`config.mk`:
```
export PLATFORM = sky130hd
export DESIGN_NAME = prog_clk_div_flat
export DESIGN_NICKNAME = d
export VERILOG_FILES = /design/src/rtl/prog_clk_div_if.sv /design/src/rtl/prog_clk_div.sv /design/src/flat_wrapper.sv
export SDC_FILE = /design/constraint.sdc
export NUM_CORES = 1
export LEC_CHECK = 0
export BUFFER_PORTS_ARGS = -buffer_cell sky130_fd_sc_hd__buf_2
export CAP_MARGIN = 10
export CORE_MARGIN = 4
export CORE_UTILIZATION = 62
export CTS_CLUSTER_DIAMETER = 120
export DETAILED_ROUTE_END_ITERATION = 6
export GPL_TIMING_DRIVEN = 1
export PLACE_DENSITY = 0.8
export SKIP_CTS_REPAIR_TIMING = 1
export SYNTH_ARGS = -nofsm -noshare
export SYNTH_HDL_FRONTEND = slang
export SYNTH_SLANG_ARGS = --single-unit
```
`constraint.sdc`:
```
create_clock -name clk -period 2.4 [get_ports clk]
set_input_delay 0.36 -clock clk [delete_from_list [all_inputs] [get_ports clk]]
set_output_delay 0.36 -clock clk [all_outputs]
set_load 0.01 [all_outputs]
```
`src/rtl/prog_clk_div_if.sv`:
```
// Divisor configuration bus for prog_clk_div.
//   cfg_valid : write request (master -> slave)
//   cfg_ready : slave can accept a write for cfg_ch this cycle
//   cfg_ch    : target channel index
//   cfg_div   : new terminal count (period = cfg_div + 1 cycles)
interface prog_clk_div_if #(
  parameter int unsigned NCH   = 4,
  parameter int unsigned WIDTH = 26
);
  localparam int unsigned CHW = (NCH > 1) ? $clog2(NCH) : 1;

  logic             cfg_valid;
  logic             cfg_ready;
  logic [CHW-1:0]   cfg_ch;
  logic [WIDTH-1:0] cfg_div;

  modport master (
    output cfg_valid,
    output cfg_ch,
    output cfg_div,
    input  cfg_ready
  );

  modport slave (
    input  cfg_valid,
    input  cfg_ch,
    input  cfg_div,
    output cfg_ready
  );
endinterface

```
`src/rtl/prog_clk_div.sv`:
```
// Multi-channel programmable clock divider.
// Each channel counts 0..div while its run bit is high; at terminal count it
// emits a one-cycle tick and toggles a 50% duty clk_en level. New divisors are
// written into a per-channel shadow and only take effect at a period boundary
// (terminal count) or while the channel is stopped, so periods are never cut.
//
// Ports:
//   clk     : clock, all logic on posedge
//   reset   : synchronous active-high reset
//   run     : per-channel enable (1 = count, 0 = stopped, counter cleared)
//   sync    : (only with PROG_CLK_DIV_SYNC_EN) restart all channels in phase
//   cfg     : divisor write bus (prog_clk_div_if.slave)
//   tick    : registered one-cycle strobe per channel at terminal count
//   clk_en  : registered level per channel, toggles at terminal count
//
// Build option: define PROG_CLK_DIV_SYNC_EN to add the sync input.
module prog_clk_div #(
  parameter int unsigned NCH         = 4,
  parameter int unsigned WIDTH       = 26,
  parameter int unsigned DEFAULT_DIV = 49999999
) (
  input  logic             clk,
  input  logic             reset,
  input  logic [NCH-1:0]   run,
`ifdef PROG_CLK_DIV_SYNC_EN
  input  logic             sync,
`endif
  prog_clk_div_if.slave    cfg,
  output logic [NCH-1:0]   tick,
  output logic [NCH-1:0]   clk_en
);

  localparam int unsigned CHW = (NCH > 1) ? $clog2(NCH) : 1;
  localparam logic [WIDTH-1:0] DivRst = WIDTH'(DEFAULT_DIV);

  logic [WIDTH-1:0] cnt_q    [NCH];
  logic [WIDTH-1:0] cnt_d    [NCH];
  logic [WIDTH-1:0] div_q    [NCH];
  logic [WIDTH-1:0] div_d    [NCH];
  logic [WIDTH-1:0] shadow_q [NCH];
  logic [WIDTH-1:0] shadow_d [NCH];
  logic [NCH-1:0]   pending_q, pending_d;
  logic [NCH-1:0]   tick_q, tick_d;
  logic [NCH-1:0]   clk_en_q, clk_en_d;

  logic [NCH-1:0]   cfg_hit;  // one-hot decode of cfg_ch; all zero when out of range
  logic [NCH-1:0]   apply;    // shadow -> div transfer this edge
  logic             cfg_accept;

  always_comb begin
    cfg_hit = '0;
    for (int i = 0; i < int'(NCH); i++) begin
      if (cfg.cfg_ch == CHW'(i)) cfg_hit[i] = 1'b1;
    end
  end

  // Out-of-range channels never hit, so they read as ready and the write is dropped.
  assign cfg.cfg_ready = ~|(cfg_hit & pending_q);
  assign cfg_accept    = cfg.cfg_valid & cfg.cfg_ready;

  always_comb begin
    cnt_d     = cnt_q;
    div_d     = div_q;
    shadow_d  = shadow_q;
    pending_d = pending_q;
    tick_d    = tick_q;
    clk_en_d  = clk_en_q;
    apply     = '0;
    for (int i = 0; i < int'(NCH); i++) begin
      if (run[i]) begin
        if (cnt_q[i] == div_q[i]) begin
          cnt_d[i]    = '0;
          tick_d[i]   = 1'b1;
          clk_en_d[i] = ~clk_en_q[i];
          apply[i]    = pending_q[i];
        end else begin
          cnt_d[i]  = cnt_q[i] + WIDTH'(1);
          tick_d[i] = 1'b0;
        end
      end else begin
        cnt_d[i]  = '0;
        tick_d[i] = 1'b0;
        apply[i]  = pending_q[i];
      end
`ifdef PROG_CLK_DIV_SYNC_EN
      if (sync) begin
        cnt_d[i]    = '0;
        tick_d[i]   = 1'b0;
        clk_en_d[i] = 1'b0;
        apply[i]    = pending_q[i];
      end
`endif
      if (apply[i]) begin
        div_d[i]     = shadow_q[i];
        pending_d[i] = 1'b0;
      end
      // A hit requires pending_q[i] == 0, so this never collides with apply[i].
      if (cfg_accept && cfg_hit[i]) begin
        shadow_d[i]  = cfg.cfg_div;
        pending_d[i] = 1'b1;
      end
    end
  end

  always_ff @(posedge clk) begin
    if (reset) begin
      for (int i = 0; i < int'(NCH); i++) begin
        cnt_q[i]    <= '0;
        div_q[i]    <= DivRst;
        shadow_q[i] <= DivRst;
      end
      pending_q <= '0;
      tick_q    <= '0;
      clk_en_q  <= '0;
    end else begin
      cnt_q     <= cnt_d;
      div_q     <= div_d;
      shadow_q  <= shadow_d;
      pending_q <= pending_d;
      tick_q    <= tick_d;
      clk_en_q  <= clk_en_d;
    end
  end

  assign tick   = tick_q;
  assign clk_en = clk_en_q;

endmodule

```
`src/flat_wrapper.sv`:
```
// flat-port wrapper written by rule: the top's interface ports become plain ports
module prog_clk_div_flat 
#(
  parameter int unsigned NCH         = 4,
  parameter int unsigned WIDTH       = 26,
  parameter int unsigned DEFAULT_DIV = 49999999
)
  (clk, reset, run, tick, clk_en, cfg_cfg_valid, cfg_cfg_ch, cfg_cfg_div, cfg_cfg_ready);
  prog_clk_div_if #(.NCH(NCH), .WIDTH(WIDTH)) cfg_i ();
  input  logic clk;
  input  logic reset;
  input  logic [NCH-1:0] run;
  output logic [NCH-1:0] tick;
  output logic [NCH-1:0] clk_en;
  input wire logic [$bits(cfg_i.cfg_valid)-1:0] cfg_cfg_valid;
  input wire logic [$bits(cfg_i.cfg_ch)-1:0] cfg_cfg_ch;
  input wire logic [$bits(cfg_i.cfg_div)-1:0] cfg_cfg_div;
  output wire logic [$bits(cfg_i.cfg_ready)-1:0] cfg_cfg_ready;
  assign cfg_i.cfg_valid = cfg_cfg_valid;
  assign cfg_i.cfg_ch = cfg_cfg_ch;
  assign cfg_i.cfg_div = cfg_cfg_div;
  assign cfg_cfg_ready = cfg_i.cfg_ready;
  prog_clk_div #(.NCH(NCH), .WIDTH(WIDTH), .DEFAULT_DIV(DEFAULT_DIV)) u_core (.clk(clk), .reset(reset), .run(run), .cfg(cfg_i), .tick(tick), .clk_en(clk_en));
endmodule
```
==> results of run 1 <==
cells in the mapped netlist (2+ instances only):
| cell type | count | area share |
|---|---|---|
| dfxtp_1 | 324 | 0.46 |
| nor2_1 | 271 | 0.072 |
| nand2_1 | 240 | 0.064 |
| xor2_1 | 148 | 0.092 |
| mux2i_1 | 104 | 0.074 |
| nand3b_1 | 72 | 0.038 |
| nand2b_1 | 65 | 0.029 |
| clkbuf_1 | 62 | 0.017 |
| xnor2_1 | 52 | 0.032 |
| nand3_1 | 39 | 0.014 |
| a21oi_1 | 36 | 0.013 |
| nor4_1 | 36 | 0.016 |
| nand4_1 | 29 | 0.013 |
| inv_1 | 22 | 0.0059 |
| nor3_1 | 16 | 0.0057 |
| buf_2 | 15 | 0.0053 |
| and4_1 | 14 | 0.0087 |
| and3_1 | 11 | 0.0049 |
| buf_6 | 8 | 0.0064 |
| o22ai_1 | 8 | 0.0036 |
| and2_1 | 4 | 0.0018 |
| buf_4 | 4 | 0.0021 |
| ha_1 | 4 | 0.0036 |
| o21ai_2 | 4 | 0.0025 |
| o31ai_1 | 4 | 0.0021 |
| or4_1 | 4 | 0.0021 |
| nor2b_1 | 3 | 0.0013 |
| o21ai_0 | 3 | 0.0011 |
| or3_1 | 3 | 0.0013 |
| nor4_2 | 2 | 0.0018 |
| nor4_4 | 2 | 0.0030 |
state kept, by name, summed over array words and instances (netlist names):
signal            flops
u_core.cnt_q        104
u_core.div_q        104
u_core.clk_en         4
u_core.pending_q      4
u_core.shadow_q     104
u_core.tick           4
worst paths after layout:
check                      from  cells after the start                  end  slack, ps
max            u_core.cnt_q[91]                      6     u_core.div_q[96]        310
min              cfg_cfg_div[7]                      3  u_core.shadow_q[59]        160
max reg2reg    u_core.cnt_q[91]                      6     u_core.div_q[96]        310
min reg2reg  u_core.shadow_q[8]                      2   u_core.shadow_q[8]        450
per-stage QoR:
step / area, µm² / utilization / hold slack, ps / setup slack, ps / cells
4_1_cts: 15700 / 0.710 / 140 / 352 / 1932
2_1_floorplan: 14100 / - / 437 / 681 / 1612
3_5_place_dp: 14500 / 0.657 / 449 / 416 / 1873
3_3_place_gp: 14500 / 0.657 / 442 / 447 / 1873
5_1_grt: 15700 / 0.710 / 146 / 151 / 1932
6_report: 15700 / 0.710 / 158 / 312 / 1932
kinds of logic after synthesis:
group / count (synthesis) / share of synthesized area
flip-flops: 324 / 0.461
XOR/XNOR: 200 / 0.124
multiplexers: 104 / 0.0739
buffers and inverters: 112 / 0.0365
AND/OR/NAND/NOR: 813 / 0.279
adder cells (fa/ha/maj): 4 / 0.00356
AO/OA/AOI/OAI: 55 / 0.0220
worst max-delay path: stages, from the launching register on:
cell,delay (ps)
dfxtp_1,450
xor2_1,100
nor4_1,390
nand4_1,330
o22ai_2,280
buf_12,240
mux2i_1,230
metal layers:
metal / track usage / vias up / part of all wire
met5: 0 / - / 0.00063
met4: 0.0699 / 2 / 0.022
met3: 0.0535 / 61 / 0.061
met2: 0.419 / 268 / 0.47
met1: 0.342 / 5190 / 0.44
li1: - / 5335 / -
area by class of cell:
class / instances / area, µm²
timing repair buffer: 71 / 497
fill: 1695 / 6400
sequential: 324 / 6490
multi-input combinational: 1176 / 7110
inverter: 22 / 82.6
clock buffer: 49 / 988
tap: 280 / 350
clock inverter: 10 / 179
power breakdown:
part / switching, µW / total [µW] / internal, µW
sequential: 62.5 / 5540 / 5480
combinational: 337 / 531 / 193
clock: 2090 / 5490 / 3400
total: 2490 / 11600 / 9070
==> impl_results.md, run 1 <==
* Die Y-Extent at 159 µm
* Critical Path Sink Type: flip-flop
* Largest net degree at the start of global routing at 80
* Commonest non-fill, non-tap cell in the layout: dfxtp_1
* Global Route Usage Sum at 0.255
* Fin crit period at 2090 ps
* Area grow syn2layout at 11.5%
* Vias at 10900
* Outcome: finished clean
* Top Ports at 44
* Site row count at 54
* Max cap viols at 0
* Vias per inst at 5.62
* Detailed router's first-iteration violation count at 903
* Clock Skews at 9.66 ps
* Vias in the first global route at 10500
* Leakage at 0.00572 µW
* Clock root cell: clkbuf_16
* Core area at 0.0221 mm²
* Max Slew Vio Count at 0
* First-pass GRT wire length at 52000 µm
* DRC Markers at 0
* Ys flop type: dfxtp_1
* Initial antenna violation count at 1
* Syn nets at 1651
* Worst-path fanout max at 22
* HPWL Detailed at 21800 µm
* Die area at 0.0252 mm²
* Worst-skew pair later-pin latency at 510 ps
* Power Total at 11600 µW
* Avg Inst Size Synth at 8.73 µm²
* Fin nets at 1668
* DR WL/cell at 16.6 µm
* Kind of critical path: flip-flop to flip-flop
* Antenna-violating nets left at 0
* Hold WC Path Type: primary input to flip-flop
* Yosys warns at 0
* GPL Wtd Cong at 0.872
* #FFs+latches synth at 324
* PD cells at 737 mW/mm²
* Ant. Diodes at 0
* Unique cell type count in the Yosys netlist at 34
* Clock buffer depth at 3
* Synthesized cell area at 0.0141 mm²
* Max_slew headroom at 0.343
* CTS tree: built
* First-pass DRT Iterations at 5
* Worst slew pin tran at 985 ps
* Total gr overflow at 0
* Upper clock frequency limit at 0.479 GHz
* Req. time, crit path at 2830 ps
* H-Tree Depth at 2
* IO buf count at 43
* Worst Path Arrival at 2520 ps
* Die W at 159 µm
* Overall routed net length at 32000 µm
* Worst setup SP type: flip-flop
* Peak supply drop at 0.577 mV
* Clock tree sinks at 324
* Initial Util at 0.637
* Final Hold Fails at 0
* Final period util at 0.870
* Post-synth EDFFs at 0
* Post-synth ARST share at 0
* RSZ-0062 raised after global routing: false
* Setup tns final at 0 ps
* Sequential area share after synthesis at 0.461
* CTS clk-pin slew, worst paths at 60 ps
* Share of cells above drive strength 1 at 0.0829
* Post-Syn Instances at 1612
* CTS Buf Count at 34
* Final setup fails at 0
* Most frequent cells in the layout: dfxtp_1, nor2_1, nand2_1
No activity file was read; power rests on OpenSTA's default activity.
==> run 2, diff against run 1 <==
==> constraint.sdc (replaced) <==
create_clock -name clk -period 2.05 [get_ports clk]
set_input_delay 0.3075 -clock clk [delete_from_list [all_inputs] [get_ports clk]]
set_output_delay 0.3075 -clock clk [all_outputs]
set_load 0.01 [all_outputs]
==> impl_results.md, run 2 (synthesis gave the netlist of run 1 again) <==
* Fillers at 1629 (was 1695)
* Clock root cell: clkbuf_16 (unchanged)
* CTS Buf Count at 34 (unchanged)
* Max_slew headroom at 0.663 (was 0.343)
* Fin nets at 1690 (was 1668)
* Max cap viols at 0 (unchanged)
* First-pass GRT wire length at 52100 µm (was 52000 µm)
* Global Route Usage Sum at 0.256 (was 0.255)
* Vias in the first global route at 10500 (about the same)
* DRC Markers at 0 (unchanged)
* Fin crit period at 2030 ps (was 2090 ps)
* Die Y-Extent at 159 µm (unchanged)
* Vias at 10900 (about the same)
* Worst-skew pair later-pin latency at 510 ps (about the same)
* Commonest non-fill, non-tap cell in the layout: dfxtp_1 (unchanged)
* Top Ports at 44 (unchanged)
* Critical-path cell list: xor2_1, nor4_1, nand4_1, buf_4, or4_1, a21oi_1 (was xor2_1, nor4_1, nand4_1, o22ai_2, buf_12, mux2i_1)
* Die W at 159 µm (unchanged)
* Share of cells above drive strength 1 at 0.0958 (was 0.0829)
* Most frequent cells in the layout: dfxtp_1, nor2_1, nand2_1 (unchanged)
* Worst-path fanout max at 5 (was 22)
* Worst Path Arrival at 2470 ps (was 2520 ps)
* Die area at 0.0252 mm² (unchanged)
* Total gr overflow at 0 (unchanged)
* Worst slew pin tran at 502 ps (was 985 ps)
* Max Slew Vio Count at 0 (unchanged)
* HPWL Detailed at 21900 µm (was 21800 µm)
* IO buf count at 43 (unchanged)
* M3 GR Usage at 0.0446 (was 0.0535)
* CP max-delay cell: or4_1 (was dfxtp_1)
* Detailed router's first-iteration violation count at 838 (was 903)
* GPL Wtd Cong at 0.839 (was 0.872)
* Critical Path Sink Type: flip-flop (unchanged)
* Biggest cell delay along the critical path at 470 ps (was 450 ps)
* Clock tree sinks at 324 (unchanged)
* Initial antenna violation count at 1 (unchanged)
* Core area at 0.0221 mm² (unchanged)
* Met1 usage in global routing at 0.345 (was 0.342)
* PD cells at 836 mW/mm² (was 737 mW/mm²)
* CTS tree: built (unchanged)
* Upper clock frequency limit at 0.494 GHz (was 0.479 GHz)
* CTS clk-pin slew, worst paths at 60 ps (about the same)
* Kind of critical path: flip-flop to flip-flop (unchanged)
* Largest net degree at the start of global routing at 78 (was 80)
* Area grow syn2layout at 12.7% (was 11.5%)
* Antenna-violating nets left at 0 (unchanged)
* Vias per inst at 5.59 (was 5.62)
* Site row count at 54 (unchanged)
* Leakage at 0.00581 µW (was 0.00572 µW)
* Largest registers: u_core.cnt_q (104), u_core.div_q (104), u_core.shadow_q (104) (unchanged)
* Hold WC Path Type: primary input to flip-flop (unchanged)
* Clock Skews at 13.1 ps (was 9.66 ps)
* Non-Filler Instances at 1950 (was 1932)
* Clock buffer depth at 3 (unchanged)
* Worst setup SP type: flip-flop (unchanged)
* Final setup fails at 0 (unchanged)
* Initial Util at 0.637 (unchanged)
* Overall routed net length at 32200 µm (was 32000 µm)
* Outcome: finished clean (unchanged)
* DR WL/cell at 16.5 µm (was 16.6 µm)
* Ant. Diodes at 0 (unchanged)
* Req. time, crit path at 2490 ps (was 2830 ps)
* Final period util at 0.988 (was 0.870)
* H-Tree Depth at 2 (unchanged)
* Final Hold Fails at 0 (unchanged)
* Grt met2 use at 0.422 (was 0.419)
* Peak supply drop at 0.788 mV (was 0.577 mV)
* First-pass DRT Iterations at 5 (unchanged)
* Placed cells at 1890 (was 1873)
* Power Total at 13300 µW (was 11600 µW)
* Layer with the highest usage: met2 (unchanged)
==> run 2: worst max-delay path: cells and delay by family, from the launching register on <==
family | cells | cell delay [ps]
AOI/OAI and AO/OA | 1 | 180
xor gates and xnor gates | 1 | 160
buffers and inverters | 1 | 210
DFF | 1 | 360
and+or+nand+nor | 3 | 1040
==> run 2: metal layers <==
metal,wire length (µm),vias to the layer above,part of all wire
met5,13,-,0.00040
li1,-,5364,-
met4,740,2,0.023
met3,2170,58,0.067
met2,15200,303,0.47
met1,14100,5178,0.44
==> run 2: path summary, 6_finish.rpt <==
check,from,end,slack [ps],cells after the start
worst max-delay path,u_core.cnt_q[16],u_core.clk_en[3],20,6
worst min-delay path,cfg_cfg_div[11],u_core.shadow_q[11],120,3
worst max register to register,u_core.cnt_q[16],u_core.clk_en[3],20,6
worst min register to register,u_core.shadow_q[76],u_core.shadow_q[76],450,2
==> run 2: area by class of cell <==
| cell class | count | area [µm²] | share of cell area |
|---|---|---|---|
| tap | 280 | 350 | 0.0221 |
| clock buffer | 47 | 983 | 0.0620 |
| inverter | 22 | 82.6 | 0.00521 |
| sequential | 324 | 6490 | 0.409 |
| multi-input combinational | 1176 | 7130 | 0.450 |
| clock inverter | 8 | 115 | 0.00726 |
| timing repair buffer | 93 | 712 | 0.0449 |
==> run 2: power by group <==
part           switching, µW  internal (µW)  leakage [µW]
clock                   2420           3710      0.000542
sequential              72.3           6410       0.00263
combinational            402            240       0.00264
==> run 2: through the flow <==
| step | util | setup WS, ps | hold WS [ps] | instance area, µm² | TNS, ps |
|---|---|---|---|---|---|
| detailed placement | 0.665 | 108 | 449 | 14700 | 0 |
| global placement | 0.665 | 190 | 443 | 14700 | 0 |
| global route | 0.718 | -150 | 108 | 15900 | -237 |
| floorplan | - | 331 | 428 | 14100 | 0 |
| CTS | 0.715 | 67.0 | 104 | 15800 | 0 |
| finish | 0.718 | 24.5 | 121 | 15900 | 0 |
